## config.mk

```make
export PLATFORM = sky130hd
export DESIGN_NAME = sync_frame_tx
export DESIGN_NICKNAME = d
export VERILOG_FILES = /design/src/rtl/sync_frame_tx.sv
export SDC_FILE = /design/constraint.sdc
export NUM_CORES = 1
export LEC_CHECK = 0
export ABC_CLOCK_PERIOD_IN_PS = 1900
export CAP_MARGIN = 30
export CORE_AREA = 2 2 51 53
export DETAILED_ROUTE_END_ITERATION = 12
export DIE_AREA = 0 0 53 55
export PLACE_DENSITY = 0.69
export SYNTH_ARGS = -nofsm -noshare
export SYNTH_HDL_FRONTEND = slang
export SYNTH_SLANG_ARGS = --single-unit
```

## constraint.sdc

```tcl
create_clock -name clk -period 1.9 [get_ports clk]
set_input_delay 0.57 -clock clk [delete_from_list [all_inputs] [get_ports clk]]
set_output_delay 0.57 -clock clk [all_outputs]
set_load 0.01 [all_outputs]
```

## src/rtl/sync_frame_tx.sv

```systemverilog
// Bit-serial frame transmitter: sync pattern, payload MSB first, then an idle-low gap.
// Optional even-parity bit after the payload when SYNC_FRAME_TX_PARITY_EN is defined.
module sync_frame_tx #(
    parameter int unsigned       DATA_W   = 8,
    parameter int unsigned       SYNC_W   = 4,
    parameter logic [SYNC_W-1:0] SYNC_PAT = 4'b1011,
    parameter int unsigned       GAP_BITS = 2
) (
    input  logic              clk,
    input  logic              reset,
    input  logic [DATA_W-1:0] din,
    input  logic              din_valid,
    output logic              din_ready,
    output logic              out,
    output logic              out_valid,
    output logic              frame_done
);

    localparam int unsigned M1   = (SYNC_W > DATA_W) ? SYNC_W : DATA_W;
    localparam int unsigned MAXV = (M1 > GAP_BITS) ? M1 : GAP_BITS;
    localparam int unsigned CW   = $clog2(MAXV + 1);
    localparam int unsigned FW   = SYNC_W + DATA_W;

    localparam logic [CW-1:0] SYNC_LD = CW'(SYNC_W - 1);
    localparam logic [CW-1:0] DATA_LD = CW'(DATA_W - 1);
    localparam logic [CW-1:0] GAP_LD  = (GAP_BITS > 0) ? CW'(GAP_BITS - 1) : '0;

    typedef enum logic [2:0] {
        IDLE,
        SYNC,
        DATA,
`ifdef SYNC_FRAME_TX_PARITY_EN
        PARITY,
`endif
        GAP
    } state_t;

    state_t        state, state_n;
    logic [CW-1:0] cnt, cnt_n;
    logic [FW-1:0] sh, sh_n;
    logic          accept;
    logic          out_d, valid_d, done_d;
`ifdef SYNC_FRAME_TX_PARITY_EN
    logic          par;
`endif

    assign din_ready = (state == IDLE) && !reset;
    assign accept    = din_valid && din_ready;

    always_ff @(posedge clk) begin
        if (reset) begin
            state      <= IDLE;
            cnt        <= '0;
            sh         <= '0;
            out        <= 1'b0;
            out_valid  <= 1'b0;
            frame_done <= 1'b0;
`ifdef SYNC_FRAME_TX_PARITY_EN
            par        <= 1'b0;
`endif
        end else begin
            state      <= state_n;
            cnt        <= cnt_n;
            sh         <= sh_n;
            out        <= out_d;
            out_valid  <= valid_d;
            frame_done <= done_d;
`ifdef SYNC_FRAME_TX_PARITY_EN
            if (accept)
                par <= ^din;
`endif
        end
    end

    // Sync and payload share one shift register; its MSB is always the next bit to send.
    always_comb begin
        state_n = state;
        cnt_n   = cnt;
        sh_n    = sh;
        case (state)
            IDLE: begin
                if (accept) begin
                    state_n = SYNC;
                    cnt_n   = SYNC_LD;
                    sh_n    = {SYNC_PAT, din};
                end
            end
            SYNC: begin
                sh_n = sh << 1;
                if (cnt == '0) begin
                    state_n = DATA;
                    cnt_n   = DATA_LD;
                end else begin
                    cnt_n = cnt - 1'b1;
                end
            end
            DATA: begin
                sh_n = sh << 1;
                if (cnt == '0) begin
`ifdef SYNC_FRAME_TX_PARITY_EN
                    state_n = PARITY;
                    cnt_n   = '0;
`else
                    if (GAP_BITS == 0) begin
                        state_n = IDLE;
                    end else begin
                        state_n = GAP;
                        cnt_n   = GAP_LD;
                    end
`endif
                end else begin
                    cnt_n = cnt - 1'b1;
                end
            end
`ifdef SYNC_FRAME_TX_PARITY_EN
            PARITY: begin
                if (GAP_BITS == 0) begin
                    state_n = IDLE;
                end else begin
                    state_n = GAP;
                    cnt_n   = GAP_LD;
                end
            end
`endif
            GAP: begin
                if (cnt == '0)
                    state_n = IDLE;
                else
                    cnt_n = cnt - 1'b1;
            end
            default: begin
                state_n = IDLE;
                cnt_n   = '0;
            end
        endcase
    end

    // Outputs are decoded from the next state so the registered copies line up with it.
    always_comb begin
        out_d   = 1'b0;
        valid_d = 1'b0;
        done_d  = 1'b0;
        case (state_n)
            SYNC: begin
                out_d   = sh_n[FW-1];
                valid_d = 1'b1;
            end
            DATA: begin
                out_d   = sh_n[FW-1];
                valid_d = 1'b1;
`ifndef SYNC_FRAME_TX_PARITY_EN
                done_d  = (cnt_n == '0);
`endif
            end
`ifdef SYNC_FRAME_TX_PARITY_EN
            PARITY: begin
                out_d   = par;
                valid_d = 1'b1;
                done_d  = 1'b1;
            end
`endif
            default: ;
        endcase
    end

endmodule

```

Word level (Yosys, flattened, before mapping)
Cells that the tools add are included.

cells by class
  add/subtract/negate cells = 1
  equality and inequality tests = 6
  multiplexer cells = 13
  bitwise operators = 2
  reduce and logical (&&, ||, !) cells = 12

operators by type and width
  kind                   count
  $pmux W12 S2           1
  $mux W4                4
  $pmux W4 S4            1
  $mux W12               1
  $mux W3                4
  $pmux W3 S4            1
  $eq A3 B2 Y1 const B   3
  $logic_not A4 Y1       2
  $reduce_or A2 Y1       4
  $eq A3 B1 Y1 const B   2
  $sub A4 B1 Y4 const B  1
  $logic_not A3 Y1       1
  $logic_and A1 B1 Y1    2
  $ne A2 B2 Y1 const B   1
  $not A1 Y1             2
  $reduce_and A2 Y1      1
  $reduce_bool A2 Y1     1
  $logic_not A1 Y1       1
  $mux W1                1

word-level totals
  register bits after elaboration = 22
  bits of input ports = 11
  output and inout port bits = 4
  word-level logic and storage cells = 41

Logic depth before layout (Yosys ltp)
Gate-level depths: netlist of the first run.

  word-level depth = 9
  depth in mapped cells = 8
  mapped depth without buffers = 8

Worst setup path after synthesis of the first run
OpenSTA, ideal clock, no wires.

  path type = reg2reg
  start = register cnt[0]
  end = register cnt[0]
  library setup time = 0.115 ns
  data arrival time = 1.698 ns
  data required time = 1.785 ns
  slack = 0.087 ns
  stages on the path, launching flop included = 9
  path buffers = 0
  clock period less this slack = 1.813 ns
  cell sequence = dfxtp_1 > inv_1 > ha_1 > or3b_4 > ha_1 > nand3_1 > a21o_1 > o311ai_1 > and2_1

between the ends
  longest elaborated chain between the ends = 3
  elaborated cells on any way between the ends = 7
  classes of those cells = add/sub (1); mux (5); reduce/logical (1)

ends and longest elaborated chain
  element                                            RTL line     text
  start: declaration                                 39           logic [CW-1:0] cnt, cnt_n;
  start signal: assignment                           63           cnt <= cnt_n;
  $sub A4 B1 Y4 or $logic_not A4 Y1 (tied branches)  n/a
  $mux W4 (on tied branches)                         126, 90, 99
  $pmux W4 S4 *                                      80           case (state)

Mark *: on every way between the ends. The rest lies on a longest branch, timed or not.
A chain may end at the register's enable or synchronous reset.

Worst setup path in the final report of the first run
  start = input reset
  end = output din_ready

between the ends
  longest elaborated chain between the ends = 2

ends and longest elaborated chain
  element              RTL line  text
  start: declaration   10        input logic reset,
  $logic_not A1 Y1     47        assign din_ready = (state == IDLE) && !reset;
  $logic_and A1 B1 Y1  47
  end: declaration     13        output logic din_ready,

No other way between the ends.

==> results of run 1 <==
==> stage by stage <==
step / hold slack [ps] / std cells
2_1_floorplan: 436 / 121
3_3_place_gp: 446 / 174
3_5_place_dp: 452 / 174
4_1_cts: 470 / 178
5_1_grt: 486 / 179
6_report: 468 / 179
==> worst max-delay path: stages <==
cell    delay, ps
buf_2         110
or2_4         250
nor3_4        180
buf_2         160
==> metal layers <==
layer	global-route usage, %	vias up	share of wire, %
met5	0	-	0
met4	7.26	0	1.9
met3	3.23	4	3.1
met2	28.7	17	49
met1	20.9	440	46
li1	-	479	-
==> power breakdown <==
part	total (mW)	internal, mW	switching [mW]
logic	0.160	0.0840	0.0759
registers	0.489	0.480	0.00956
clock network	0.354	0.213	0.141
==> repair_timing <==
action / 4_1_cts / 5_1_grt
pin swaps: 2 / 1
setup endpoints to repair: 1 / 2
gates cloned: 0 / 0
gates resized for setup: 10 / 3
buffers inserted: 0 / 1
==> final cells by class <==
cell class,instances,area (µm²)
Fill cell,223,1000
Multi-Input combinational cell,88,557
Sequential cell,22,443
Timing Repair Buffer,31,258
Tap cell,30,37.5
Clock inverter,1,30.0
Clock buffer,3,22.5
Inverter,4,15.0
==> cell families after synthesis <==
| family | after synthesis |
|---|---|
| and+or+nand+nor | 44 |
| AOI/OAI and AO/OA | 36 |
| DFF | 22 |
| buffers and inverters | 11 |
| muxes | 3 |
| adders and majority gates | 2 |
| xor gates and xnor gates | 2 |
| other | 1 |
==> state kept, by name (all words and copies together) (netlist names) <==
name	cells
out	1
sh	12
state	3
out_valid	1
frame_done	1
cnt	4
==> cells in the final DEF (no fill, tap or decap), types with 2 or more instances in the layout <==
| cell type | n |
|---|---|
| nand2_1 | 13 |
| nand3_1 | 3 |
| a21oi_1 | 10 |
| xnor2_1 | 2 |
| buf_2 | 2 |
| inv_1 | 4 |
| clkdlybuf4s50_1 | 12 |
| nand2b_1 | 3 |
| ha_1 | 2 |
| mux2i_1 | 3 |
| buf_4 | 17 |
| clkbuf_4 | 3 |
| o21ai_0 | 4 |
| dfxtp_2 | 2 |
| o21a_1 | 2 |
| dfxtp_1 | 20 |
| a22oi_1 | 8 |
| nor2_1 | 14 |
==> final timing paths <==
| check | from | slack [ps] | end |
|---|---|---|---|
| min reg2reg | sh[4] | 470 | sh[4] |
| min | sh[4] | 470 | sh[4] |
| max | reset | 60 | din_ready |
| max reg2reg | cnt[0] | 60 | cnt[0] |
==> impl_table.tex, run 1 <==
\begin{tabular}{lr}
\hline
Metric & Value \\
\hline
\multicolumn{2}{l}{\textbf{Placed design}} \\
Worst slack after detailed placement & -696 ps \\
Dpl cell area & 0.00129 mm² \\
DP HPWL & 1650 µm \\
Count of input and output buffers & 14 \\
Placer Congestion & 0.867 \\
\multicolumn{2}{l}{\textbf{CTS}} \\
Cell at the root of the clock tree & clkbuf\_4 \\
Htree depth & 1 \\
Hold-fix buffer count after cts & 0 \\
Sink Count & 22 \\
Clock latency at the later pin of the worst-skew pair & 310 ps \\
Clock tree from TritonCTS & yes \\
Number of buffers created by CTS & 3 \\
Clock transition at path regs & 120 ps \\
Maximum clock insertion buffer count & 2 \\
\multicolumn{2}{l}{\textbf{Detailed routing}} \\
Via total after detailed routing & 940 \\
Wire length per cell after detailed routing & 12.5 µm \\
Final wirelength & 2240 µm \\
Final antenna-violating net count & 0 \\
First-pass detailed-route iteration total & 4 \\
Remaining DRCs & 0 \\
First DRT Iteration DRCs & 19 \\
Routed via count divided by cell count & 5.25 \\
\multicolumn{2}{l}{\textbf{Floorplan}} \\
Starting density of the core & 43.5\% \\
Die Y & 55 µm \\
Width of the chip & 53 µm \\
Cell Rows & 18 \\
Ports & 15 \\
Die ar. & 0.00292 mm² \\
Floorplan Core Area & 0.00236 mm² \\
\multicolumn{2}{l}{\textbf{Logic synthesis}} \\
Cell accounting for the most synthesized area & dfxtp\_1 \\
Xor and xnor area share after synthesis & 1.70\% \\
Compound-gate portion of the synthesized area & 23.8\% \\
Most numerous cell types in the synthesized netlist & dfxtp\_1 (22), nor2\_1 (14), nand2\_1 (13), a21oi\_1 (10), a22oi\_1 (8) \\
Post-Synth Adder-Cell Area & 2.43\% \\
Post-synth EDFFs & 0 \\
Post-Synthesis Cells & 121 \\
Multiplexer fraction of the synthesized cell area & 2.92\% \\
Post-Synthesis Cell Area & 0.00103 mm² \\
Flops \& latches, synth & 22 \\
Simple-gate share of the synthesized area & 21.3\% \\
Syn\_nets & 134 \\
Count of different cell masters after synthesis & 38 \\
Average cell area after synthesis & 8.50 µm² \\
Biggest area contributors in the synthesized netlist & dfxtp\_1 (43\%), a22oi\_1 (5.8\%), nor2\_1 (5.1\%) \\
Most used standard cell by instance count after synthesis & dfxtp\_1 \\
Portion of the post-synthesis area used by sequential elements & 42.8\% \\
Area fraction of the dominant cell type after synthesis & 42.8\% \\
Dominant combinational cell family by area after synthesis & compound AO/OA/AOI/OAI gates \\
Yosys warnings & 0 \\
Most instantiated flip-flop cell in the synthesis netlist & dfxtp\_1 \\
Share of flip-flops with an asynchronous set or reset & 0\% \\
\multicolumn{2}{l}{\textbf{Cells and area}} \\
Inserted Diodes & 0 \\
Final Util & 57.6\% \\
Area growth, synth to finish & 32.5\% \\
Cell area after layout & 0.00136 mm² \\
Ratio of cells with drive above 1 in the final layout & 22.8\% \\
Final net count & 163 \\
\multicolumn{2}{l}{\textbf{Power}} \\
Power density over the cells & 736 mW/mm² \\
Leakage power & 0.514 nW \\
Power, Total & 1.00 mW \\
Peak supply drop & 0.538 mV \\
\multicolumn{2}{l}{\textbf{Global route}} \\
Total global-route track usage & 16.9\% \\
Congestion Overflow GR & 0 \\
Maximum number of pins on one net before global-route repair & 15 \\
Number of global-route vias before repair & 845 \\
Antenna violations before repair & 0 \\
First-pass GRT wire length & 3570 µm \\
\multicolumn{2}{l}{\textbf{Timing}} \\
Endpoints failing setup & 0 \\
Fmax & 0.545 GHz \\
Worst setup slack after layout & 65.0 ps \\
Count of final max-slew check failures & 0 \\
Setup Total Neg Slack & 0 ps \\
Clk\_skew & 4.83 ps \\
Clock period minus final worst setup slack & 1840 ps \\
Share of the cycle needed by the critical path after routing & 96.6\% \\
Unrepaired setup endpoints after global routing & no \\
Final-report hold violation count & 0 \\
\multicolumn{2}{l}{\textbf{Status}} \\
Run status & finished, final reports clean \\
\multicolumn{2}{l}{\textbf{Flow run}} \\
Maximum Capacitance Violations & 0 \\
\multicolumn{2}{l}{\textbf{Setup path}} \\
CP max FO & 2 \\
Type of the setup path with the least slack & in2out \\
Number of cells on the worst reg-to-reg path & 8 \\
Required time of the worst setup path & 1330 ps \\
Element type at the critical path end & primary output \\
Nature of the critical path startpoint & input port \\
Arrival time worst endpoint & 1270 ps \\
\multicolumn{2}{l}{\textbf{Hold path}} \\
Number of cells traversed by the worst hold path & 2 \\
Hold crit path type & reg2reg \\
\hline
\end{tabular}
(Power assumes the default switching activity.)
==> run 2, diff against run 1 <==
Settings changed: GPL_ROUTABILITY_DRIVEN set to 0.
==> results of run 2 <==
Final layout, timing and power as in run 1 (identical DEF).
